**config.mk**
```make
export PLATFORM = sky130hd
export DESIGN_NAME = ysyx_23060221_mem_arb
export DESIGN_NICKNAME = d
export VERILOG_FILES = /design/src/rtl/ysyx_23060221_bus_pkg.sv /design/src/rtl/ysyx_23060221_rr_pick.sv /design/src/rtl/ysyx_23060221_mem_arb.sv
export SDC_FILE = /design/constraint.sdc
export NUM_CORES = 1
export LEC_CHECK = 0
export ABC_AREA = 1
export CORE_ASPECT_RATIO = 0.6
export CORE_MARGIN = 5
export CORE_UTILIZATION = 34
export CTS_CLUSTER_DIAMETER = 150
export DETAILED_ROUTE_END_ITERATION = 7
export DONT_BUFFER_PORTS = 1
export GPL_TIMING_DRIVEN = 0
export PLACE_DENSITY = 0.49
export SETUP_SLACK_MARGIN = 0.05
export SKIP_CTS_REPAIR_TIMING = 1
export SYNTH_ARGS = -nofsm -noshare
export SYNTH_HDL_FRONTEND = slang
export SYNTH_SLANG_ARGS = --single-unit
```
**constraint.sdc**
```tcl
create_clock -name clk -period 1.9 [get_ports clk]
set_clock_uncertainty 0.2 [all_clocks]
set_input_delay 0.095 -clock clk [delete_from_list [all_inputs] [get_ports clk]]
set_output_delay 0.095 -clock clk [all_outputs]
set_load 0.005 [all_outputs]
```
**src/rtl/ysyx_23060221_bus_pkg.sv**
```systemverilog
// Shared encodings for the IFU/LSU memory arbiter: FSM states, owner ids, default bus widths.
package ysyx_23060221_bus_pkg;

    localparam int BUS_AW = 32;
    localparam int BUS_DW = 32;

    localparam logic [1:0] ST_IDLE  = 2'd0;
    localparam logic [1:0] ST_ISSUE = 2'd1;
    localparam logic [1:0] ST_WAIT  = 2'd2;
    localparam logic [1:0] ST_RESP  = 2'd3;

    // Owner id doubles as the grant-vector bit index (bit0 = IFU, bit1 = LSU).
    localparam logic OWN_IFU = 1'b0;
    localparam logic OWN_LSU = 1'b1;

endpackage

```
**src/rtl/ysyx_23060221_rr_pick.sv**
```systemverilog
// Two-way request picker: single requester wins; on a tie either LSU (fixed) or the one not granted last.
module ysyx_23060221_rr_pick
    import ysyx_23060221_bus_pkg::*;
(
    input  logic [1:0] req,
    input  logic       last,
    input  logic       fixed_pri,
    output logic [1:0] gnt
);

    always_comb begin
        gnt = 2'b00;
        case (req)
            2'b01:   gnt = 2'b01;
            2'b10:   gnt = 2'b10;
            2'b11:   gnt = (fixed_pri || (last == OWN_IFU)) ? 2'b10 : 2'b01;
            default: gnt = 2'b00;
        endcase
    end

endmodule

```
**src/rtl/ysyx_23060221_mem_arb.sv**
```systemverilog
// Shares one memory port between IFU and LSU, one transaction at a time, with a response watchdog.
//  state | meaning
//  IDLE  | waiting for a requester; grant is combinational on req_valid
//  ISSUE | registered payload presented on mem_req_*
//  WAIT  | waiting for mem response; watchdog running
//  RESP  | response held for the owner until it takes it
module ysyx_23060221_mem_arb
    import ysyx_23060221_bus_pkg::*;
#(
    parameter int AW       = BUS_AW,
    parameter int DW       = BUS_DW,
    parameter int PRIORITY = 0,
    parameter int TIMEOUT  = 255
) (
    input  logic            clk,
    input  logic            rst_n,
    input  logic            ifu_req_valid,
    output logic            ifu_req_ready,
    input  logic [AW-1:0]   ifu_addr,
    output logic            ifu_resp_valid,
    input  logic            ifu_resp_ready,
    output logic [DW-1:0]   ifu_rdata,
    output logic            ifu_resp_err,
    input  logic            lsu_req_valid,
    output logic            lsu_req_ready,
    input  logic [AW-1:0]   lsu_addr,
    input  logic            lsu_wen,
    input  logic [DW-1:0]   lsu_wdata,
    input  logic [DW/8-1:0] lsu_wmask,
    output logic            lsu_resp_valid,
    input  logic            lsu_resp_ready,
    output logic [DW-1:0]   lsu_rdata,
    output logic            lsu_resp_err,
    output logic            mem_req_valid,
    input  logic            mem_req_ready,
    output logic [AW-1:0]   mem_addr,
    output logic            mem_wen,
    output logic [DW-1:0]   mem_wdata,
    output logic [DW/8-1:0] mem_wmask,
    input  logic            mem_resp_valid,
    output logic            mem_resp_ready,
    input  logic [DW-1:0]   mem_rdata,
    input  logic            mem_resp_err
);

    localparam int TW = (TIMEOUT > 0) ? $clog2(TIMEOUT + 1) : 1;
    localparam logic [TW-1:0] WD_LAST = TW'((TIMEOUT > 0) ? TIMEOUT - 1 : 0);

    logic [1:0]      state_q, state_d;
    logic            owner_q, owner_d;
    logic            last_q, last_d;
    logic [AW-1:0]   addr_q, addr_d;
    logic            wen_q, wen_d;
    logic [DW-1:0]   wdata_q, wdata_d;
    logic [DW/8-1:0] wmask_q, wmask_d;
    logic [DW-1:0]   rdata_q, rdata_d;
    logic            err_q, err_d;
    logic [TW-1:0]   wdog_q, wdog_d;

    logic [1:0] req;
    logic [1:0] gnt;
    logic       owner_resp_ready;

    assign req = {lsu_req_valid, ifu_req_valid} & {2{state_q == ST_IDLE}};

    ysyx_23060221_rr_pick u_pick (
        .req       (req),
        .last      (last_q),
        .fixed_pri (PRIORITY != 0),
        .gnt       (gnt)
    );

    assign owner_resp_ready = (owner_q == OWN_LSU) ? lsu_resp_ready : ifu_resp_ready;

    always_comb begin
        state_d = state_q;
        owner_d = owner_q;
        last_d  = last_q;
        addr_d  = addr_q;
        wen_d   = wen_q;
        wdata_d = wdata_q;
        wmask_d = wmask_q;
        rdata_d = rdata_q;
        err_d   = err_q;
        wdog_d  = wdog_q;
        case (state_q)
            ST_IDLE: begin
                if (|gnt) begin
                    owner_d = gnt[1];
                    last_d  = gnt[1];
                    state_d = ST_ISSUE;
                    if (gnt[1]) begin
                        addr_d  = lsu_addr;
                        wen_d   = lsu_wen;
                        wdata_d = lsu_wdata;
                        wmask_d = lsu_wmask;
                    end else begin
                        addr_d  = ifu_addr;
                        wen_d   = 1'b0;
                        wdata_d = '0;
                        wmask_d = '0;
                    end
                end
            end
            ST_ISSUE: begin
                if (mem_req_ready) begin
                    state_d = ST_WAIT;
                    wdog_d  = '0;
                end
            end
            ST_WAIT: begin
                if (mem_resp_valid) begin
                    rdata_d = wen_q ? '0 : mem_rdata;
                    err_d   = mem_resp_err;
                    state_d = ST_RESP;
                end else if ((TIMEOUT != 0) && (wdog_q == WD_LAST)) begin
                    // Memory never answered: synthesise an error response.
                    rdata_d = '0;
                    err_d   = 1'b1;
                    state_d = ST_RESP;
                end else begin
                    wdog_d = wdog_q + TW'(1);
                end
            end
            ST_RESP: begin
                if (owner_resp_ready) state_d = ST_IDLE;
            end
            default: state_d = ST_IDLE;
        endcase
    end

    always_ff @(posedge clk or negedge rst_n) begin
        if (!rst_n) begin
            state_q <= ST_IDLE;
            owner_q <= OWN_IFU;
            last_q  <= OWN_LSU;
            addr_q  <= '0;
            wen_q   <= 1'b0;
            wdata_q <= '0;
            wmask_q <= '0;
            rdata_q <= '0;
            err_q   <= 1'b0;
            wdog_q  <= '0;
        end else begin
            state_q <= state_d;
            owner_q <= owner_d;
            last_q  <= last_d;
            addr_q  <= addr_d;
            wen_q   <= wen_d;
            wdata_q <= wdata_d;
            wmask_q <= wmask_d;
            rdata_q <= rdata_d;
            err_q   <= err_d;
            wdog_q  <= wdog_d;
        end
    end

    // Grant is the only combinational requester output; it must drop while reset is held.
    assign ifu_req_ready  = gnt[0] & rst_n;
    assign lsu_req_ready  = gnt[1] & rst_n;

    assign mem_req_valid  = (state_q == ST_ISSUE);
    assign mem_resp_ready = (state_q == ST_WAIT);
    assign mem_addr       = addr_q;
    assign mem_wen        = wen_q;
    assign mem_wdata      = wdata_q;
    assign mem_wmask      = wmask_q;

    assign ifu_resp_valid = (state_q == ST_RESP) && (owner_q == OWN_IFU);
    assign lsu_resp_valid = (state_q == ST_RESP) && (owner_q == OWN_LSU);
    assign ifu_rdata      = rdata_q;
    assign lsu_rdata      = rdata_q;
    assign ifu_resp_err   = err_q & (owner_q == OWN_IFU);
    assign lsu_resp_err   = err_q & (owner_q == OWN_LSU);

endmodule

```
Word level (Yosys, flattened, before mapping). Cells that the tools add are included.

Flip-flop bits (word level): 114. Input bits: 142. Output and inout bits: 141. Logic and storage cells: 62.

$add $sub $neg: 1. Equality and inequality tests: 13. Muxes and demuxes: 22. Bitwise operators: 6. Reduce and logical (&&, ||, !) cells: 10.

Operators by type and width (count): 32-bit 2-to-1 mux (5); 8-bit 2-to-1 mux (3); 8-bit case mux with 2 select lines (1); 2-bit 2-to-1 mux (6); 8-bit by 1-bit adder with 8-bit output (second input constant) (1); 2-bit == test (second input constant) (4); 8-bit == test (second input constant) (1); 2-bit case mux with 4 select lines (1); 4-bit AND reduction (2); 2-bit != test (second input constant) (3); 2-bit case mux with 3 select lines (1); 1-bit bitwise AND (4); 2-bit by 1-bit == test with 1-bit output (second input constant) (2); 1-bit 2-to-1 mux (4); 4-bit 2-to-1 mux (1); 2-bit by 1-bit != test with 1-bit output (second input constant) (2); 2-bit AND reduction (2); 2-bit nonzero test (2); 3-bit by 2-bit != test with 1-bit output (second input constant) (1); 2-bit bitwise AND (1); 1-bit logical AND (2); 2-bit zero test (1); 2-bit OR reduction (1); 1-bit inverter (1).

Longest topological paths before layout. Gate-level depths: netlist of run 1.

Depth after elaboration: 7. Depth in mapped cells: 9.

By module. Synthesis of run 1 repeated with hierarchy kept, for this count alone.

Cell total of the unflattened synthesis: 620. Area total of the unflattened synthesis: 5515.3 µm².

Modules (own cells, without submodules): ysyx_23060221_mem_arb (instances 1, cells each 606, area each 5460.2 µm², sequential area each 2854.0 µm²); ysyx_23060221_rr_pick (instances 1, cells each 14, area each 55.1 µm², sequential area each 0.0 µm²).

Worst setup path before layout of run 1. No wires, ideal clock.

Path type: flip-flop to flip-flop. Start: register state_q[0]. End: register wdog_q[1]. Setup time: 83 ps. Arrival: 1404 ps. Required time: 1617 ps. Path slack: 214 ps. Stages on the path, launching flop included: 7. Period minus slack after synthesis: 1686 ps. Path through: dfrtp_1 > inv_1 > ha_1 > buf_2 > inv_1 > or2_2 > o21ai_0.

Cells in the longest elaborated chain, start to end: 3. Elaborated cells on any way between the ends: 8. Those cells by class: eq/ne: 5; mux: 1; reduce/logical: 2.

Ends and longest elaborated chain: start: declaration (RTL line ysyx_23060221_mem_arb.sv:49) `logic [1:0] state_q, state_d;`; start signal: assignment (RTL line ysyx_23060221_mem_arb.sv:145) `state_q <= state_d;`; 2-bit == test (*); net mem_resp_ready (RTL line ysyx_23060221_mem_arb.sv:41) `output logic mem_resp_ready,`; 2-bit != test (no source line) or 2-bit nonzero test (tied branches); 4-bit AND reduction (no source line); end signal: assignment (RTL line ysyx_23060221_mem_arb.sv:154) `wdog_q <= wdog_d;`; end: declaration (RTL line ysyx_23060221_mem_arb.sv:58) `logic [TW-1:0] wdog_q, wdog_d;`.

The timed path passes the listed nets; every way through them passes the cells marked *. A chain may end at the register's enable or synchronous reset.

Worst setup path after layout of run 1.
Start: register state_q[1]. End: register addr_q[20], in the netlist mem_addr[20].

Cells in the longest elaborated chain, start to end: 6. Elaborated cells on any way between the ends: 9. Those cells by class: eq/ne: 3; mux: 2; bitwise: 1; reduce/logical: 3.

Ends and longest elaborated chain: 2-bit zero test (*) (RTL line ysyx_23060221_mem_arb.sv:64, ysyx_23060221_mem_arb.sv:86); 2-bit bitwise AND (RTL line ysyx_23060221_mem_arb.sv:64) `assign req = {lsu_req_valid, ifu_req_valid} & {2{state_q == ST_IDLE}};`; 2-bit == test or 2-bit by 1-bit == test with 1-bit output (tied branches) (RTL line ysyx_23060221_rr_pick.sv:13) `case (req)`; 2-bit case mux with 3 select lines (RTL line ysyx_23060221_rr_pick.sv:13); 2-bit OR reduction (RTL line ysyx_23060221_mem_arb.sv:88) `if (|gnt) begin`; 2-bit AND reduction (no source line); end signal: assignment (RTL line ysyx_23060221_mem_arb.sv:148) `addr_q <= addr_d;`; end: declaration (RTL line ysyx_23060221_mem_arb.sv:52) `logic [AW-1:0] addr_q, addr_d;`.

Mark *: on every way between the ends. The rest lies on a longest branch, timed or not.

==> results.cfg, run 1 <==
[pwr]
leakage_component_of_the_power_nw = 3.920
total_power_mw = 12.43
pwr-share-comb_pct = 36.5
total_power_per_unit_cell_area_nw_per_um2 = 1489
intPower_mw = 7.822
switching_share_pct = 37.05
power_share_of_the_sequential_group_pct = 36.3
power_frac_clock_pct = 27.2
switching_power_mw = 4.604
max-vdd-ir-drop_mv = 0.6595

[finish]
nets = 991
fillers = 1446
flow.area_growth_from_synthesis_pct = 49.98
diodes = 0
drive_above_1_share_pct = 18.22
layout.area.seq_um2 = 2854
stdcell_count = 1065
multiInputGateArea_um2 = 2087

[floorplanning]
dieHeight_um = 109.1
fp-row-count = 36
initial_utilization_pct = 34.51
floorplan.die_area_um2 = 19110
core_area_um2 = 16130
die_x_um = 175.2
num_io_pins = 283

[worst_setup_path]
cp.depth = 10
crit_path_cell_trace = inv_2 -> ha_4 -> inv_4 -> a21oi_4 -> buf_6 -> buf_12 -> buf_12 -> nand3_1 -> o21ai_1 -> inv_1
timing.critical_path.max_delay_family = buffers and inverters
timing.critical_path.fanout_max = 7
worstSetupStartpointType = flop
r2r_cell_count = 10
timing.critical_path.slowest_stage_cell = sky130_fd_sc_hd__dfrtp_1
crit_top_cell = sky130_fd_sc_hd__buf_12
crit_buf_inv = 6
r2r_slack_ns = 0.006
worstReg2RegEnd = mem_addr[20]
critPathKind = flop to flop
worstSetupStartpoint = state_q[1]
cp_data_required_time_ns = 1.99
max_stage_delay_ns = 0.42
worstReg2RegStart = state_q[1]
arrival_ns = 1.99
critical_path.endpoint_type = flop

[clock_network]
tritoncts = built
cts-buffers-inserted = 17
cts_clk_pin_slew_worst_paths_ns = 0.06
clk_latency_ns = 0.40
clock_sink_count = 114
htree_levels = 4
ctsRootBufferMaster = sky130_fd_sc_hd__clkbuf_16
max-clock-path-buffers = 2

[synth]
synth_largest_type_area_fraction_pct = 50.81
synthCells = 671
synth.yosys.seq_area_share_pct = 51.28
nets_in_the_synthesized_netlist = 819
synthDistinctLibCells = 24
yosysWarnings = 0
synth_area_per_cell_um2 = 8.294
syn_area_um2 = 5565
synthDominantAreaCellType = sky130_fd_sc_hd__dfrtp_1
synth.ff_latch_count = 114
post_synth_main_area_contributors = sky130_fd_sc_hd__dfrtp_1 51%, sky130_fd_sc_hd__nand3_1 16%, sky130_fd_sc_hd__nand2_1 7.1%, sky130_fd_sc_hd__o21ai_0 6.7%, sky130_fd_sc_hd__inv_1 6.1%

[routing]
route.final.wire_length_mm = 19.30
drt_pass1_iterations = 5
detailedRoute.firstIterationViolations = 356
wire_per_inst_um = 18.12
detail_route.vias_per_cell = 5.026
drcViolationCount = 0
detailroute.via_count = 5353
drt.antenna.violating_nets = 0

[grt]
grt_antenna_before_repair = 0
globalRouteOverflowTotal = 0
groute.usage.overall_pct = 17.40
vias_in_the_first_global_route = 4592
wire_length_of_the_first_global_routing_pass_mm = 25.92
grt_max_degree = 116

[status]
violations_in_the_final_reports = hold timing
status = finished with violations

[timing]
setup_viol = 0
setup_repair_after_global_routing_missed_its_margin = yes
fmax_mhz = 528.0
worst_slew_pin_slew_ns = 0.6899
final_hold_viol_count = 118
period_minus_ws_final_ns = 1.894
slew_headroom_pct = 54.01
layout_worst_path_cycle_share_pct = 99.67
final-max-slew-violation-count = 0
timing.hold.ws_ns = -0.8139

[placement]
dpl.cell_count = 880
placement.io_buffers = 0
place_congestion = 0.8307
detailedPlacementHpwl_mm = 12.73

[run]
maxCapViolCount = 0

[worst_hold_path]
timing.hold.worst.class = primary input to asynchronous set/reset pin
==> kinds of logic (layout without fill, tap and decap cells) <==
group	Yosys count	after routing	synth area share, %
compound gates	83	83	7.711
xor+xnor	2	2	0.3148
fa+ha+maj	6	6	1.349
buf+inv	166	351	14.34
flops	114	114	51.28
simple gates	300	300	25.00
==> routing by layer <==
layer	part of all wire [%]	wire [µm]	vias up	track usage (%)
met5	0	0	-	0
met4	1.6	310	0	4.202
met3	8.0	1552	31	6.376
met2	48	9280	287	26.76
met1	42	8156	2539	23.54
li1	-	-	2496	-
==> layout make-up <==
class	count	share of cell area (%)
clock inverters	13	2.219
inverters	91	4.122
multi-input cells	391	25.00
clock buffers	19	5.187
repair buffers	154	19.32
flip-flops and latches	114	34.19
well taps	209	3.133
plain buffers	74	6.821
==> how the worst max path moves through the flow <==
stage | to | slack, ns
detailed placement | mem_addr[22] | -0.27
finish | mem_addr[20] | 0.006
floorplan | wdog_q[1] | 0.21
CTS | ifu_req_ready | -0.54
global placement | mem_addr[22] | -0.20
global route | mem_addr[20] | -0.10
==> cell usage in the layout (no fill, tap or decap), drive strengths merged <==
| cell type | instances |
|---|---|
| nand3 | 176 |
| dlygate4sd3 | 139 |
| dfrtp | 113 |
| nand2 | 108 |
| inv | 92 |
| o21ai | 81 |
| buf | 64 |
| clkbuf | 44 |
| nor2 | 13 |
| ha | 6 |
| clkinvlp | 5 |
| bufinv | 4 |
| clkinv | 3 |
| nor3 | 1 |
| a21oi | 1 |
| nand3b | 1 |
| o21bai | 1 |
| xor2 | 1 |
| xnor2 | 1 |
| or2 | 1 |
| dfstp | 1 |
==> state kept, by name, indices dropped and copies added (netlist names) <==
register / count
last_q: 1
mem_wmask: 4
state_q: 2
mem_addr: 32
err_q: 1
mem_wen: 1
owner_q: 1
wdog_q: 8
ifu_rdata: 32
mem_wdata: 32
==> power groups by stage <==
| stage | combinational, mW | sequential (mW) | clock [mW] |
|---|---|---|---|
| 6_report | 4.54 | 4.50 | 3.38 |
| 5_1_grt | 5.04 | 4.64 | 3.56 |
| 4_1_cts | 3.27 | 4.49 | 3.47 |
| 3_5_place_dp | 3.28 | 4.50 | 0 |
| 3_3_place_gp | 3.18 | 4.51 | 0 |
| 2_1_floorplan | 2.54 | 4.13 | 0 |
==> cell usage after synthesis <==
cell	instances
sky130_fd_sc_hd__o21bai_1	1
sky130_fd_sc_hd__inv_2	1
sky130_fd_sc_hd__nand2_2	2
sky130_fd_sc_hd__xor2_1	1
sky130_fd_sc_hd__nor3_1	1
sky130_fd_sc_hd__nor2_1	12
sky130_fd_sc_hd__buf_2	17
sky130_fd_sc_hd__buf_4	35
sky130_fd_sc_hd__o21ai_0	75
sky130_fd_sc_hd__nand3_4	1
sky130_fd_sc_hd__dfrtp_1	113
sky130_fd_sc_hd__clkbuf_1	20
sky130_fd_sc_hd__nor2_4	1
sky130_fd_sc_hd__o21ai_1	6
sky130_fd_sc_hd__nand3_1	175
sky130_fd_sc_hd__nand3b_4	1
sky130_fd_sc_hd__xnor2_1	1
sky130_fd_sc_hd__nand2_1	106
sky130_fd_sc_hd__or2_2	1
sky130_fd_sc_hd__buf_6	3
sky130_fd_sc_hd__a21oi_4	1
sky130_fd_sc_hd__inv_1	90
sky130_fd_sc_hd__ha_1	6
sky130_fd_sc_hd__dfstp_2	1
==> stage by stage <==
stage / TNS (ns) / instance area [µm²] / worst slack (ns) / utilization [%]
CTS: -14.71 / 6445 / -0.5380 / 39.97
finish: 0 / 8347 / 0.006227 / 51.76
detailed placement: -11.76 / 5827 / -0.2680 / 36.13
global route: -1.153 / 8347 / -0.1008 / 51.76
floorplan: 0 / 5565 / 0.2137 / -
global placement: -8.506 / 5827 / -0.1995 / 36.13
Note: power is estimated with default switching activity, not from simulation.
==> run 2: changes to the inputs <==
--- a/config.mk
+++ b/config.mk
@@ -12,7 +12,6 @@
 export CTS_CLUSTER_DIAMETER = 150
 export DETAILED_ROUTE_END_ITERATION = 7
 export DONT_BUFFER_PORTS = 1
-export GPL_TIMING_DRIVEN = 0
 export PLACE_DENSITY = 0.49
 export SETUP_SLACK_MARGIN = 0.05
 export SKIP_CTS_REPAIR_TIMING = 1
==> constraint.sdc (replaced) <==
create_clock -name clk -period 2.2 [get_ports clk]
set_clock_uncertainty 0.2 [all_clocks]
set_input_delay 0.11 -clock clk [delete_from_list [all_inputs] [get_ports clk]]
set_output_delay 0.11 -clock clk [all_outputs]
set_load 0.005 [all_outputs]
==> results.cfg, run 2 (same netlist as run 1, synthesis figures left out) <==
[worst_setup_path]
crit_buf_inv = 3
timing.critical_path.slowest_stage_cell = sky130_fd_sc_hd__dfrtp_1
crit_path_cell_trace = inv_1 -> ha_2 -> inv_1 -> a21oi_4 -> buf_12 -> nand2_1 -> nor2_2
timing.critical_path.max_delay_family = flip-flops
crit_top_cell = sky130_fd_sc_hd__inv_1
critical_path.endpoint_type = output pin
worstSetupStartpointType = flop
r2r_cell_count = 9
max_stage_delay_ns = 0.42
timing.critical_path.fanout_max = 22
critPathKind = flop to output pin
arrival_ns = 1.82
cp_data_required_time_ns = 1.89
cp.depth = 7

[placement]
dpl.cell_count = 816
placement.io_buffers = 0
dpl-instance-area_um2 = 5495
place_congestion = 0.7795
detailedPlacementHpwl_mm = 10.53

[floorplanning]
fp-row-count = 36
floorplan.die_area_um2 = 19110
die_x_um = 175.2
num_io_pins = 283
core_area_um2 = 16130
dieHeight_um = 109.1
initial_utilization_pct = 34.51

[clock_network]
max-clock-path-buffers = 2
ctsRootBufferMaster = sky130_fd_sc_hd__clkbuf_16
cts-buffers-inserted = 17
cts_clk_pin_slew_worst_paths_ns = 0.06
htree_levels = 4
clk_latency_ns = 0.40
clock_sink_count = 114
tritoncts = built

[status]
status = finished with violations
violations_in_the_final_reports = hold timing

[grt]
globalRouteOverflowTotal = 0
wire_length_of_the_first_global_routing_pass_mm = 23.26
grt_antenna_before_repair = 0
groute.usage.overall_pct = 15.43
vias_in_the_first_global_route = 4223
grt_max_degree = 116

[pwr]
total_power_per_unit_cell_area_nw_per_um2 = 1234
leakage_component_of_the_power_nw = 3.517
max-vdd-ir-drop_mv = 0.5690

[routing]
detail_route.vias_per_cell = 5.042
detailroute.via_count = 5002
drt.antenna.violating_nets = 0
drt_pass1_iterations = 7
drcViolationCount = 0
detailedRoute.firstIterationViolations = 328
wire_per_inst_um = 17.52
route.final.wire_length_mm = 17.38

[finish]
drive_above_1_share_pct = 7.535
utilization_pct = 47.14
nets = 919
stdcell_count = 992
stdcell_area_um2 = 7601
diodes = 0
layout.cells.most_common = sky130_fd_sc_hd__nand3_1
most-common-layout-cells = 175 x sky130_fd_sc_hd__nand3_1, 140 x sky130_fd_sc_hd__dlygate4sd3_1, 113 x sky130_fd_sc_hd__dfrtp_1
flow.area_growth_from_synthesis_pct = 36.58

[timing]
period_minus_ws_final_ns = 2.128
setup_repair_after_global_routing_missed_its_margin = yes
setup_viol = 0
final_hold_viol_count = 116
worst_slew_pin_slew_ns = 0.3561
layout_worst_path_cycle_share_pct = 96.74
timing.hold.ws_ns = -0.7990
final-max-slew-violation-count = 0
slew_headroom_pct = 76.26
fmax_mhz = 469.9
setup-tns-final_ns = 0

[worst_hold_path]
timing.hold.worst.class = primary input to asynchronous set/reset pin

[run]
maxCapViolCount = 0
-- run 2: cell types whose count changed in the layout (fill, tap and decap cells not counted), moves of 6 or more --
cell / change
sky130_fd_sc_hd__buf_2: -7
sky130_fd_sc_hd__o21ai_1: -22
sky130_fd_sc_hd__buf_4: -34
sky130_fd_sc_hd__o21ai_0: +28
sky130_fd_sc_hd__clkbuf_1: -9
sky130_fd_sc_hd__buf_6: -6
sky130_fd_sc_hd__nand3_2: -15
sky130_fd_sc_hd__nand3_1: +15
sky130_fd_sc_hd__clkbuf_2: -8
sky130_fd_sc_hd__o21ai_2: -6
-- run 2: worst register-to-register path, stage by stage (launching register included) --
cell	delay, ns
sky130_fd_sc_hd__dfrtp_1	0.42
sky130_fd_sc_hd__inv_1	0.10
sky130_fd_sc_hd__ha_2	0.20
sky130_fd_sc_hd__inv_1	0.08
sky130_fd_sc_hd__a21oi_4	0.17
sky130_fd_sc_hd__buf_4	0.19
sky130_fd_sc_hd__buf_16	0.18
sky130_fd_sc_hd__nand3_1	0.19
sky130_fd_sc_hd__o21ai_0	0.11
sky130_fd_sc_hd__inv_1	0.05
-- run 2: worst paths after layout --
| kind | start | end | slack [ns] |
|---|---|---|---|
| min | rst_n | mem_addr[5] | -0.80 |
| max in group asynchronous | rst_n | last_q | 2.37 |
| max | state_q[1] | lsu_req_ready | 0.07 |
| min in group clk | lsu_req_valid | mem_wen | -0.06 |
| max reg2reg | state_q[1] | mem_addr[25] | 0.18 |
| min reg2reg | last_q | last_q | 0.32 |
-- run 2: through the flow --
step	total power, mW	worst slack [ns]
floorplan	5.760	0.5137
global placement	6.090	0.2110
detailed placement	6.176	0.1564
CTS	9.051	-0.1130
global route	10.08	-0.05822
finish	9.381	0.07176
-- run 2: layout make-up --
class                           count  area (µm²)
Multi-Input combinational cell    391        1928
Clock inverter                     12       158.9
Sequential cell                   114        2854
Clock buffer                       19       442.9
Timing Repair Buffer              156        1614
Fill cell                        1498        8524
Tap cell                          209       261.5
Inverter                           91       341.6
-- run 2: power by group --
group / leakage [nW] / switching [mW] / internal [mW]
logic: 1.82 / 1.60 / 1.07
clock network: 0.278 / 0.998 / 1.81
registers: 1.42 / 0.902 / 2.99
total: 3.52 / 3.50 / 5.88
-- run 2: per-layer routing --
| layer | track usage [%] | up-vias | wire length [µm] |
|---|---|---|---|
| li1 | - | 2326 | - |
| met1 | 20.54 | 2367 | 7206 |
| met2 | 23.78 | 279 | 8116 |
| met3 | 5.821 | 30 | 1723 |
| met4 | 4.258 | 0 | 330 |
| met5 | 0 | - | 0 |
==> run 3: changes to the inputs <==
==> constraint.sdc (replaced) <==
create_clock -name clk -period 2.34 [get_ports clk]
set_clock_uncertainty 0.2 [all_clocks]
set_input_delay 0.117 -clock clk [delete_from_list [all_inputs] [get_ports clk]]
set_output_delay 0.117 -clock clk [all_outputs]
set_load 0.005 [all_outputs]
==> results.cfg, run 3 (same netlist as run 1, synthesis figures left out) <==
[run]
maxCapViolCount = 0

[routing]
route.final.wire_length_mm = 17.30
wire_per_inst_um = 17.13
drcViolationCount = 0
detailroute.via_count = 5038
detail_route.vias_per_cell = 4.988
drt.antenna.violating_nets = 0
drt_pass1_iterations = 5
detailedRoute.firstIterationViolations = 397

[floorplanning]
floorplan.die_area_um2 = 19110
dieHeight_um = 109.1
initial_utilization_pct = 34.51
die_x_um = 175.2
num_io_pins = 283
core_area_um2 = 16130
fp-row-count = 36

[timing]
slew_headroom_pct = 47.52
timing.hold.ws_ns = -0.7861
setup-tns-final_ns = 0
layout_worst_path_cycle_share_pct = 97.75
setup_viol = 0
final-max-slew-violation-count = 0
final_critical_path_setup_slack_ns = 0.05256
worst_slew_pin_slew_ns = 0.7847
fmax_mhz = 437.2
final_hold_viol_count = 115
period_minus_ws_final_ns = 2.287

[worst_setup_path]
max_stage_delay_ns = 0.60
crit_path_cell_trace = inv_1 -> nand2_1 -> buf_4 -> nand3_1 -> dlygate4sd3_1 -> nand3_1 -> o21ai_0 -> inv_1
worstSetupStartpointType = flop
critical_path.endpoint_type = flop
worstReg2RegEnd = mem_addr[7]
worstReg2RegStart = last_q
timing.critical_path.slowest_stage_cell = sky130_fd_sc_hd__dlygate4sd3_1
r2r_slack_ns = 0.05
crit_buf_inv = 4
timing.critical_path.fanout_max = 32
arrival_ns = 2.42
cp_data_required_time_ns = 2.47
r2r_cell_count = 8
critPathKind = flop to flop
timing.critical_path.max_delay_family = buffers and inverters

[placement]
dpl-instance-area_um2 = 5483
pre_cts_ws_ns = 0.2463
place_congestion = 0.7735
placement.io_buffers = 0
detailedPlacementHpwl_mm = 10.79

[finish]
drive_above_1_share_pct = 6.617
nets = 936
layout.cells.most_common = sky130_fd_sc_hd__nand3_1
most-common-layout-cells = 175 x sky130_fd_sc_hd__nand3_1, 159 x sky130_fd_sc_hd__dlygate4sd3_1, 113 x sky130_fd_sc_hd__dfrtp_1
diodes = 0
stdcell_area_um2 = 7709
flow.area_growth_from_synthesis_pct = 38.51

[clock_network]
cts-buffers-inserted = 17
htree_levels = 4
cts_clk_pin_slew_worst_paths_ns = 0.06
clk_latency_ns = 0.39
max-clock-path-buffers = 2
ctsRootBufferMaster = sky130_fd_sc_hd__clkbuf_16
clock_sink_count = 114
tritoncts = built

[grt]
grt_antenna_before_repair = 0
grt_max_degree = 116
vias_in_the_first_global_route = 4213
groute.usage.overall_pct = 15.38
globalRouteOverflowTotal = 0
wire_length_of_the_first_global_routing_pass_mm = 23.36

[pwr]
total_power_per_unit_cell_area_nw_per_um2 = 1131
leakage_component_of_the_power_nw = 3.529
total_power_mw = 8.721
max-vdd-ir-drop_mv = 0.4497

[status]
violations_in_the_final_reports = hold timing
status = finished with violations

[worst_hold_path]
timing.hold.worst.class = primary input to asynchronous set/reset pin
-- run 3: cell types whose count changed in the layout (fill, tap and decap cells not counted), sizes merged --
cell         previous run  this run
buf                    14        13
clkbuf                 21        23
clkinvlp                5         4
dlygate4sd3           140       159
inv                    92        91
-- run 3: per-stage QoR --
step / cells / utilization, % / hold slack [ns]
6_report: 1010 / 47.80 / -0.7861
5_1_grt: 1010 / 47.80 / -0.8193
4_1_cts: 848 / 37.59 / -0.8151
3_5_place_dp: 816 / 34.00 / -0.3767
3_3_place_gp: 816 / 34.00 / -0.3761
2_1_floorplan: 671 / - / -0.3786
-- run 3: per-layer routing --
metal  vias up  global-route usage [%]  wire length [µm]  share of wire (%)
met5         -                       0                 0                  0
met4         0                   4.202               246                1.4
met3        25                   5.925              1458                8.4
met2       225                   23.53              8306                 48
met1      2416                   20.54              7288                 42
li1       2372                       -                 -                  -
-- run 3: where the power goes --
part / total, mW / internal, mW / leakage, nW / switching, mW
sequential: 3.67 / 2.81 / 1.42 / 0.855
combinational: 2.49 / 1.02 / 1.84 / 1.46
clock: 2.56 / 1.67 / 0.270 / 0.893
total: 8.72 / 5.51 / 3.53 / 3.21
-- run 3: how the worst max path moves through the flow --
| stage | start | to | slack (ns) | depth (start not counted) |
|---|---|---|---|---|
| floorplan | state_q[0] | wdog_q[1] | 0.65 | 6 |
| global placement | wdog_q[0] | err_q | 0.36 | 8 |
| global route | last_q | mem_addr[0] | -0.05 | 8 |
| CTS | state_q[0] | lsu_req_ready | -0.10 | 7 |
| finish | last_q | mem_addr[7] | 0.05 | 8 |
| detailed placement | wdog_q[0] | err_q | 0.25 | 8 |
-- run 3: cell type report --
cell class / count / area, µm²
Fill cell: 1487 / 8417
Sequential cell: 114 / 2854
Multi-Input combinational cell: 391 / 1921
Timing Repair Buffer: 173 / 1752
Clock buffer: 22 / 444.2
Inverter: 91 / 341.6
Tap cell: 209 / 261.5
Clock inverter: 10 / 135.1
